===== src/rtl/mpsoc_wb_burst_master.sv =====
// rtl/mpsoc_wb_burst_master.sv - Wishbone B3 initiator turning stream commands into classic/incrementing bursts
module mpsoc_wb_burst_master #(
  parameter int AW      = 10,
  parameter int DW      = 32,
  parameter int MAXLEN  = 16,
  parameter int TIMEOUT = 255,
  localparam int LW     = $clog2(MAXLEN + 1)
) (
  input  logic          wb_clk_i,
  input  logic          wb_rst_i,
  input  logic          cmd_valid,
  output logic          cmd_ready,
  input  logic          cmd_we,
  input  logic [AW-1:0] cmd_adr,
  input  logic [LW-1:0] cmd_len,
  input  logic          wr_valid,
  output logic          wr_ready,
  input  logic [DW-1:0] wr_data,
  output logic          rd_valid,
  output logic [DW-1:0] rd_data,
  output logic          done,
  output logic          err,
  output logic [AW-1:0] wb_adr_o,
  output logic [DW-1:0] wb_dat_o,
  output logic [3:0]    wb_sel_o,
  output logic          wb_we_o,
  output logic [1:0]    wb_bte_o,
  output logic [2:0]    wb_cti_o,
  output logic          wb_cyc_o,
  output logic          wb_stb_o,
  input  logic          wb_ack_i,
  input  logic          wb_err_i,
  input  logic [DW-1:0] wb_dat_i
);

  typedef enum logic [1:0] {IDLE, LOAD, BUS} state_t;

  localparam int TW = (TIMEOUT > 0) ? $clog2(TIMEOUT + 1) : 1;
  localparam logic [TW-1:0] TMO_LAST = TW'((TIMEOUT > 0) ? TIMEOUT - 1 : 0);

  state_t        state, state_next;
  logic          we_r, cyc_r;
  logic [AW-1:0] adr_r;
  logic [LW-1:0] rem_r;
  logic [DW-1:0] dat_r, rd_data_r;
  logic          rd_valid_r, done_r, err_r;
  logic [TW-1:0] tmo_r;

  logic accept, capture, beat_ok, abort, finish;
  logic tmo_hit, last_beat;

  assign tmo_hit   = (TIMEOUT != 0) && (tmo_r == TMO_LAST);
  assign last_beat = (rem_r <= LW'(1));

  // An ack in the same cycle as the timeout still counts; a bus error always wins.
  always_comb begin
    state_next = state;
    accept     = 1'b0;
    capture    = 1'b0;
    beat_ok    = 1'b0;
    abort      = 1'b0;
    finish     = 1'b0;
    wr_ready   = 1'b0;
    case (state)
      IDLE: begin
        if (cmd_valid) begin
          accept     = 1'b1;
          state_next = cmd_we ? LOAD : BUS;
        end
      end
      LOAD: begin
        wr_ready = 1'b1;
        if (wr_valid) begin
          capture    = 1'b1;
          state_next = BUS;
        end
      end
      BUS: begin
        if (wb_err_i || (tmo_hit && !wb_ack_i)) begin
          abort      = 1'b1;
          finish     = 1'b1;
          state_next = IDLE;
        end else if (wb_ack_i) begin
          beat_ok = 1'b1;
          if (last_beat) begin
            finish     = 1'b1;
            state_next = IDLE;
          end else if (we_r) begin
            wr_ready = 1'b1;
            if (wr_valid) capture = 1'b1;
            else          state_next = LOAD;
          end
        end
      end
      default: state_next = IDLE;
    endcase
  end

  always_ff @(posedge wb_clk_i) begin
    if (!wb_rst_i) begin
      state      <= IDLE;
      we_r       <= 1'b0;
      cyc_r      <= 1'b0;
      adr_r      <= '0;
      rem_r      <= '0;
      dat_r      <= '0;
      rd_data_r  <= '0;
      rd_valid_r <= 1'b0;
      done_r     <= 1'b0;
      err_r      <= 1'b0;
      tmo_r      <= '0;
    end else begin
      state      <= state_next;
      // cyc is held across write-data bubbles once the first beat has been presented
      cyc_r      <= (state_next == BUS) || ((state_next == LOAD) && cyc_r);
      rd_valid_r <= beat_ok && !we_r;
      done_r     <= finish;
      err_r      <= abort;
      if (accept) begin
        we_r  <= cmd_we;
        adr_r <= cmd_adr & ~AW'(3);
        rem_r <= (cmd_len == '0) ? LW'(1) : cmd_len;
      end
      if (capture) dat_r <= wr_data;
      if (beat_ok) begin
        rem_r <= rem_r - LW'(1);
        adr_r <= adr_r + AW'(4);
        if (!we_r) rd_data_r <= wb_dat_i;
      end
      if ((state != BUS) || wb_ack_i) tmo_r <= '0;
      else                            tmo_r <= tmo_r + TW'(1);
    end
  end

  assign cmd_ready = (state == IDLE);
  assign rd_valid  = rd_valid_r;
  assign rd_data   = rd_data_r;
  assign done      = done_r;
  assign err       = err_r;
  assign wb_adr_o  = adr_r;
  assign wb_dat_o  = dat_r;
  assign wb_we_o   = we_r;
  assign wb_cyc_o  = cyc_r;
  assign wb_stb_o  = (state == BUS);
  assign wb_sel_o  = cyc_r ? 4'hF : 4'h0;
  assign wb_bte_o  = 2'b00;
  assign wb_cti_o  = !cyc_r ? 3'b000 : (last_beat ? 3'b111 : 3'b010);

endmodule


===== config.mk =====
export PLATFORM = sky130hd
export DESIGN_NAME = mpsoc_wb_burst_master
export DESIGN_NICKNAME = d
export VERILOG_FILES = /design/src/rtl/mpsoc_wb_burst_master.sv
export SDC_FILE = /design/constraint.sdc
export NUM_CORES = 1
export LEC_CHECK = 0
export BUFFER_PORTS_ARGS = -buffer_cell sky130_fd_sc_hd__buf_2
export CAP_MARGIN = 20
export CORE_UTILIZATION = 50
export CTS_CLUSTER_DIAMETER = 200
export DETAILED_ROUTE_END_ITERATION = 16
export PLACE_DENSITY = 0.85
export RECOVER_POWER = 50
export SLEW_MARGIN = 0
export SYNTH_ARGS = -nofsm -noshare
export SYNTH_HDL_FRONTEND = slang
export SYNTH_SLANG_ARGS = --single-unit

===== constraint.sdc =====
create_clock -name wb_clk_i -period 5.75 [get_ports wb_clk_i]
set_clock_uncertainty 0.2 [all_clocks]
set_input_delay 1.15 -clock wb_clk_i [delete_from_list [all_inputs] [get_ports wb_clk_i]]
set_output_delay 1.15 -clock wb_clk_i [all_outputs]
set_load 0.005 [all_outputs]

# ---- Yosys cells after proc, flatten, opt, wreduce, memory -nomap -nowiden
# Index checks and enable logic that the tools add are counted.
dict set report totals {
  inputBits 86
  register_bits 94
  wordCells 74
}
dict set report classes {
  magnitude_cmp 1
  reduce_logical 14
  add_sub_neg 3
  n_eq_ne 6
  n_bitwise 2
  n_mux 37
}
# cell n
set ops {}
lappend ops {{$mux 10} 2}
lappend ops {{$mux 1} 18}
lappend ops {{$mux 2} 8}
lappend ops {{$mux 5} 3}
lappend ops {{$add 10x3->10 const B} 1}
lappend ops {{$add 8x1->8 const B} 1}
lappend ops {{$eq 8x8->1 const B} 1}
lappend ops {{$mux 3} 2}
lappend ops {{$pmux 2 s3} 1}
lappend ops {{$le 5x1->1 const B} 1}
lappend ops {{$logic_not 5->1} 1}
lappend ops {{$sub 5x1->5 const B} 1}
lappend ops {{$eq 2x1->1 const B} 2}
lappend ops {{$eq 2x2->1 const B} 2}
lappend ops {{$mux 4} 1}
lappend ops {{$pmux 1 s2} 2}
lappend ops {{$reduce_and 2->1} 2}
lappend ops {{$logic_and 1x1->1} 3}
lappend ops {{$logic_or 1x1->1} 3}
lappend ops {{$logic_not 1->1} 2}
lappend ops {{$logic_not 2->1} 1}
lappend ops {{$ne 2x2->1 const B} 1}
lappend ops {{$not 1->1} 2}
lappend ops {{$reduce_bool 2->1} 1}
lappend ops {{$reduce_or 2->1} 1}

# ---- Logic depth before layout (Yosys ltp)
# Gate-level depths: netlist of run 1.
dict set report depth {
  depth_word 9
  depth_mapped 9
  mapped_depth_nobuf 7
}

# ---- Worst setup path before layout of run 1
# No wires, ideal clock.
dict set report synth_path {
  kind {input port to output port}
  startpoint {in wb_err_i}
  endpoint {out wr_ready}
  path_stages 4
  t_required_ns 4.400
  slack_ns 2.588
  arrival_ns 1.812
  cell_sequence {and3b_1 -> buf_2 -> o311a_2 -> o21a_1}
}
dict set report synth_via {
  elab_chain_len 3
}
# element line_no
set synth_lines {}
lappend synth_lines {{start: declaration} 32} ;# input logic wb_err_i,
lappend synth_lines {{$logic_or 1x1->1} 79} ;# if (wb_err_i || (tmo_hit && !wb_ack_i)) begin
lappend synth_lines {{$mux 1} 79}
lappend synth_lines {{$pmux 1 s2} 64} ;# case (state)
lappend synth_lines {{end: declaration} 17} ;# output logic wr_ready,
# No other way between the ends.

# ---- Worst setup path after layout of run 1
dict set report layout_path {
  startpoint {in wb_rst_i}
  endpoint {reg adr_r[3] (netlist: wb_adr_o[3])}
}
# element line_no
set layout_lines {}
lappend layout_lines {{start: declaration} 10} ;# input logic wb_rst_i,
lappend layout_lines {{end signal: assignment} 121} ;# adr_r <= cmd_adr & ~AW'(3);
lappend layout_lines {{end signal: assignment} 127} ;# adr_r <= adr_r + AW'(4);
lappend layout_lines {{end: declaration} 43} ;# logic [AW-1:0] adr_r;
# No word-level cell between the ends.

==> results.tsv, run 1 <==
metric	value	unit
cts_htree_levels	3	
ys_async_sr_fraction	0	
fin_crit	3.83	ns
slowest_stage	clkbuf_1	
grt_use_total	0.219	
synthFlopType	dfxtp_1	
slew_violations	68	
drc	0	
nFillCells	648	
vias_per_cell	5.13	
worst-path-buf-inv	3	
status	complete, but fails checks	
hold_viol	0	
clock.fmax	261	MHz
grt_pass1_vias	3238	
grt_first_pass_wirelength	13700	µm
cp.arrival	3.89	ns
area_growth	25.0	%
cpPeakStageDelay	1.82	ns
drt_iter0_markers	176	
worstSkewPairLatency	0.34	ns
routed-via-count	3701	
path_delay_family	buffers and inverters	
clk_path_buf_depth	2	
rows	31	
multi_input_area	1730	µm²
ys_ff_latch	92	
die_w	89.1	µm
drtPass1Iterations	5	
ctsRootBufferMaster	clkbuf_8	
tightest_slew	2.62	ns
netlist_instances	470	
syn_area_per_cell	8.07	µm²
layout-drive-gt1-share	0.215	
cts_hold_buf	0	
initial_utilization	0.520	
clkSlewWorstSetupHoldPaths	0.08	ns
die_h	89.1	µm
ir_drop	0.000158	V
numCtsBuffers	9	
p_leak	1.98	nW
nets	712	
cp.required	5.81	ns
yosysWarnings	0	
die_area	7930	µm²
synth_top_area_frac	0.486	
finalSetupViolCount	0	
synth_cell_types	50	
crit_chain	clkbuf_1 -> inv_1 -> buf_4 -> a311oi_1	
grt_max_degree	68	
ys_top_cells_by_count	113 x nand2_1, 92 x dfxtp_1, 41 x o21ai_0, 39 x a21oi_1, 39 x nand3_1	
wl_per_cell	12.6	µm
diodes	0	
crit_type	in2reg	
seqCellArea	1840	µm²
fin_crit_sh	0.667	
setup_tns	0	ns
path_max_fanout	67	
antenna_found_initial	0	
yosys-top-cells-area	dfxtp_1 49%, nand2_1 11%, o21ai_0 5.4%	
worstHoldPathType	reg2reg	
clock-sinks	92	
post_cts_buffers	0	
worst_setup_path_end_kind	flip-flop	
gp_congestion	0.816	
maxSlewHeadroom	-0.745	
maxCapViolations	1	
synth_top_cell_by_area	dfxtp_1	
violations	max-capacitance violations, max-slew violations	
rsz0062_at_grt	no	
synth_edf_count	0	
power.density	254	nW/µm²
synth.most_common_cell	nand2_1	
grt_overflow	0	
post-route-util	0.650	
yosysSeqAreaShare	0.486	
cts_tree	built	
numPortBuffers	170	
totalWireLength	9100	µm
ant_nets	0	
core_area	7290	µm²
ios	177	
worstSetupStartpointType	primary input	
post_cts_resized	0	
synth_area	3790	µm²
hpwl	6460	µm
-- routing by layer --
layer	share of wire	GRT usage	vias to the layer above	wire (µm)
met3	0.080	0.0665	9	728
li1	-	-	1878	-
met2	0.48	0.385	136	4360
met4	0.012	0.0880	0	107
met5	0	0	-	0
met1	0.43	0.249	1678	3900
-- through the flow --
| stage | std cells | power [mW] | setup slack (ns) | hold slack [ns] | area (µm²) |
|---|---|---|---|---|---|
| 6_report | 721 | 1.20 | 1.92 | 0.257 | 4740 |
| 5_1_grt | 721 | 1.27 | 1.68 | 0.276 | 4740 |
| 3_5_place_dp | 703 | 0.827 | 2.17 | 0.246 | 4600 |
| 3_3_place_gp | 703 | 0.821 | 2.20 | 0.238 | 4600 |
| 2_1_floorplan | 473 | 0.769 | 2.59 | 0.253 | 3800 |
| 4_1_cts | 719 | 1.22 | 2.16 | 0.259 | 4770 |
-- tightest hold or removal path, delay by kind of cell, from the launching register on --
| family | cells | cell delay, ns |
|---|---|---|
| compound gates | 1 | 0.05 |
| flops | 1 | 0.32 |
| simple gates | 1 | 0.05 |
-- cell families (layout without fill, tap and decap cells) --
group,count (synthesis),after routing,share of synthesized area
flops,92,92,0.486
xor+xnor,6,6,0.0139
mux,2,2,0.00528
compound gates,107,107,0.165
simple gates,203,203,0.236
other cells,1,4,0.000989
fa+ha+maj,9,9,0.0297
buf+inv,50,199,0.0637
-- where the power goes --
part,internal [mW],switching [mW],total (mW)
clock network,0.170,0.219,0.389
registers,0.655,0.0171,0.672
logic,0.0638,0.0780,0.142
total,0.888,0.314,1.20
-- registers in the layout, indices dropped and copies added (netlist names) --
name / flops
rd_data: 32
wb_dat_o: 32
tmo_r: 8
wb_adr_o: 8
rem_r: 5
state: 2
done: 1
err: 1
rd_valid: 1
wb_cyc_o: 1
wb_we_o: 1
-- cells in the final DEF, fill, tap and decap left out, types with 10 or more instances in the layout --
master    synthesis  layout
o21ai_0          41      41
dfxtp_1          92      92
a21oi_1          39      39
clkbuf_1         22      63
clkbuf_8          0      10
nor2_1           27      26
nand3_1          39      39
buf_2             1     108
nand2_1         113     113
-- path summary, 6_finish.rpt --
check / startpoint / endpoint / slack (ns) / depth (start not counted)
worst max register to register: state[0] / wb_dat_o[16] / 3.20 / 8
worst min register to register: rd_data[19] / rd_data[19] / 0.26 / 2
worst max-delay path: wb_rst_i / wb_adr_o[3] / 1.92 / 4
worst min-delay path: rd_data[19] / rd_data[19] / 0.26 / 2
-- cell type report --
cell class | instances | share of cell area
well taps | 99 | 0.0261
clock buffers | 11 | 0.0298
flip-flops and latches | 92 | 0.389
clock inverters | 5 | 0.00740
inverters | 9 | 0.00713
repair buffers | 174 | 0.175
multi-input cells | 331 | 0.365
(Power assumes the default switching activity.)
==> run 2, diff against run 1 <==
CORE_UTILIZATION = 42   (was 50)
PLACE_DENSITY = 0.76   (was 0.85)
clock period = 3.3 ns   (was 5.75 ns; I/O delays follow)
==> run 2 against run 1 <==
Compared with the run above:
- routed wire length increased by 0.65%
- worst setup slack got worse by 1.5 ns
- critical endpoint is now wr_ready
- first-iteration DRC count is 47% lower
- the flow now finishes without violations
- largest cell class unchanged
- cell count grew 1.2%
- combinational power grew 71%
==> results.tsv, run 2 (synthesis results as in run 1) <==
metric	value	unit	change
gp_congestion	0.809		-0.87%
numCtsBuffers	9		unchanged
diodes	0		unchanged
vias_per_cell	5.02		-2.2%
layout_commonest_cell	buf_2		
worstSetupStartpointType	flip-flop		
finalSetupViolCount	0		unchanged
hold_viol	0		unchanged
placed_area	4630	µm²	+0.74%
ios	177		unchanged
cts_htree_levels	3		unchanged
cellInternalPower	1.60	mW	+80%
reg2reg_setup_slack	0.81	ns	-2.39 ns
grt_use_total	0.190		-0.0290
rsz0062_at_grt	no		
grt_max_degree	65		-4.4%
ir_drop	0.000253	V	+60%
switching_share	0.257		-0.00406
power_frac_clock	0.344		+0.020
seq_power_share	0.543		-0.016
hp-start	rd_data[12]		
regToRegStartpoint	state[0]		
setup_tns	0	ns	unchanged
worstSkewPairLatency	0.34	ns	about the same
crit_start	state[0]		
grt_use_met3	0.0607		-0.00579
crit_end	wr_ready		
drtPass1Iterations	5		unchanged
final_cell_mix	129 x buf_2, 113 x nand2_1, 92 x dfxtp_1		
status	completed		
grt_first_pass_wirelength	14800	µm	+7.4%
maxCapViolations	0		-1
use_met1	0.211		-0.0372
post_cts_resized	0		unchanged
die_w	97.0	µm	+8.9%
rows	34		+9.7%
path_max_fanout	10		-85%
clock-sinks	92		unchanged
use_met2	0.347		-0.0379
wl_per_cell	12.5	µm	-0.59%
hpwl	6600	µm	+2.1%
grt.busiest_layer	met2		
cts_tree	built		
cts_hold_buf	0		unchanged
combPwrFrac	0.113		-0.005
ant_nets	0		unchanged
reg2reg_to	wb_adr_o[4]		
worstHoldPathType	reg2reg		
post_cts_buffers	0		unchanged
ctsRootBufferMaster	clkbuf_8		
cp.required	2.44	ns	-3.37 ns
fin_crit_sh	0.862		
grt_overflow	0		unchanged
clk_path_buf_depth	2		unchanged
core_area	8720	µm²	+20%
layout-drive-gt1-share	0.246		+0.0305
clkSlewWorstSetupHoldPaths	0.09	ns	about the same
antenna_found_initial	0		unchanged
drt_iter0_markers	94		-47%
p_leak	2.05	nW	+4.0%
power_switching	0.554	mW	+76%
grt_pass1_vias	3417		+5.5%
cp.arrival	1.98	ns	-1.91 ns
die_h	97.0	µm	+8.9%
routed-via-count	3665		-0.97%
drc	0		unchanged
nets	713		+0.14%
die_area	9410	µm²	+19%
nFillCells	849		+31%
clock.fmax	352	MHz	
tightest_slew	0.739	ns	-1.88 ns
r2r_cells	7		-1
maxSlewHeadroom	0.506		+1.25
design_area	4760	µm²	+0.58%
totalWireLength	9160	µm	+0.65%
slew_violations	0		-100%
crit_type	reg2out		
worst_setup_path_end_kind	output port		
area_growth	25.7	%	
fin_crit	2.84	ns	
initial_utilization	0.435		-0.0852
power.density	452	nW/µm²	+78%
numPortBuffers	170		unchanged
run 2: changes by cell type in the layout (fill, tap and decap cells not counted), sizes merged:
cell,before,now
buf,112,134
clkbuf,73,51
clkinv,3,1
bufinv,0,1
clkinvlp,1,2
run 2: cell type report:
type                       instances  area (µm²)  share of cell area
sequential                        92        1840               0.387
multi-input combinational        331        1730               0.362
timing repair buffer             175         837               0.176
tap                              108         135              0.0284
clock buffer                      10         128              0.0268
clock inverter                     5        62.6              0.0131
inverter                           9        33.8             0.00709
run 2: critical path, stage by stage, from the launching register on:
cell     delay, ns
dfxtp_1       0.35
inv_1         0.11
ha_1          0.25
and3b_1       0.40
o311a_2       0.29
o21a_1        0.12
buf_2         0.10
run 2: metrics by stage:
step           hold WS, ns  total power [mW]  instances   util  worst slack (ns)
5_1_grt              0.278              2.26        730  0.546             0.292
2_1_floorplan        0.253              1.34        473      -              1.12
3_5_place_dp         0.243              1.44        715  0.531             0.707
3_3_place_gp         0.239              1.43        715  0.531             0.713
6_report             0.256              2.15        730  0.546             0.457
4_1_cts              0.256              2.19        730  0.553             0.431
run 2: worst min path at each step:
stage,depth (start not counted),slack (ns),endpoint
after detailed placement,2,0.24,rd_data[25]
after global placement,2,0.24,rd_data[12]
after floorplan,1,0.25,tmo_r[0]
final,2,0.26,rd_data[12]
after global routing,2,0.28,rd_data[29]
after CTS,2,0.26,rd_data[25]
run 2: routing by layer:
metal	wire length, µm	vias to the layer above
met2	4570	126
met5	0	-
met3	641	5
met4	51	0
met1	3890	1664
li1	-	1870
run 2: power by group through the flow:
stage          combinational [mW]  clock (mW)  sequential, mW
2_1_floorplan               0.147           0            1.19
3_3_place_gp                0.241           0            1.19
3_5_place_dp                0.247           0            1.20
4_1_cts                     0.248       0.770            1.17
5_1_grt                     0.271       0.817            1.18
6_report                    0.243       0.742            1.17
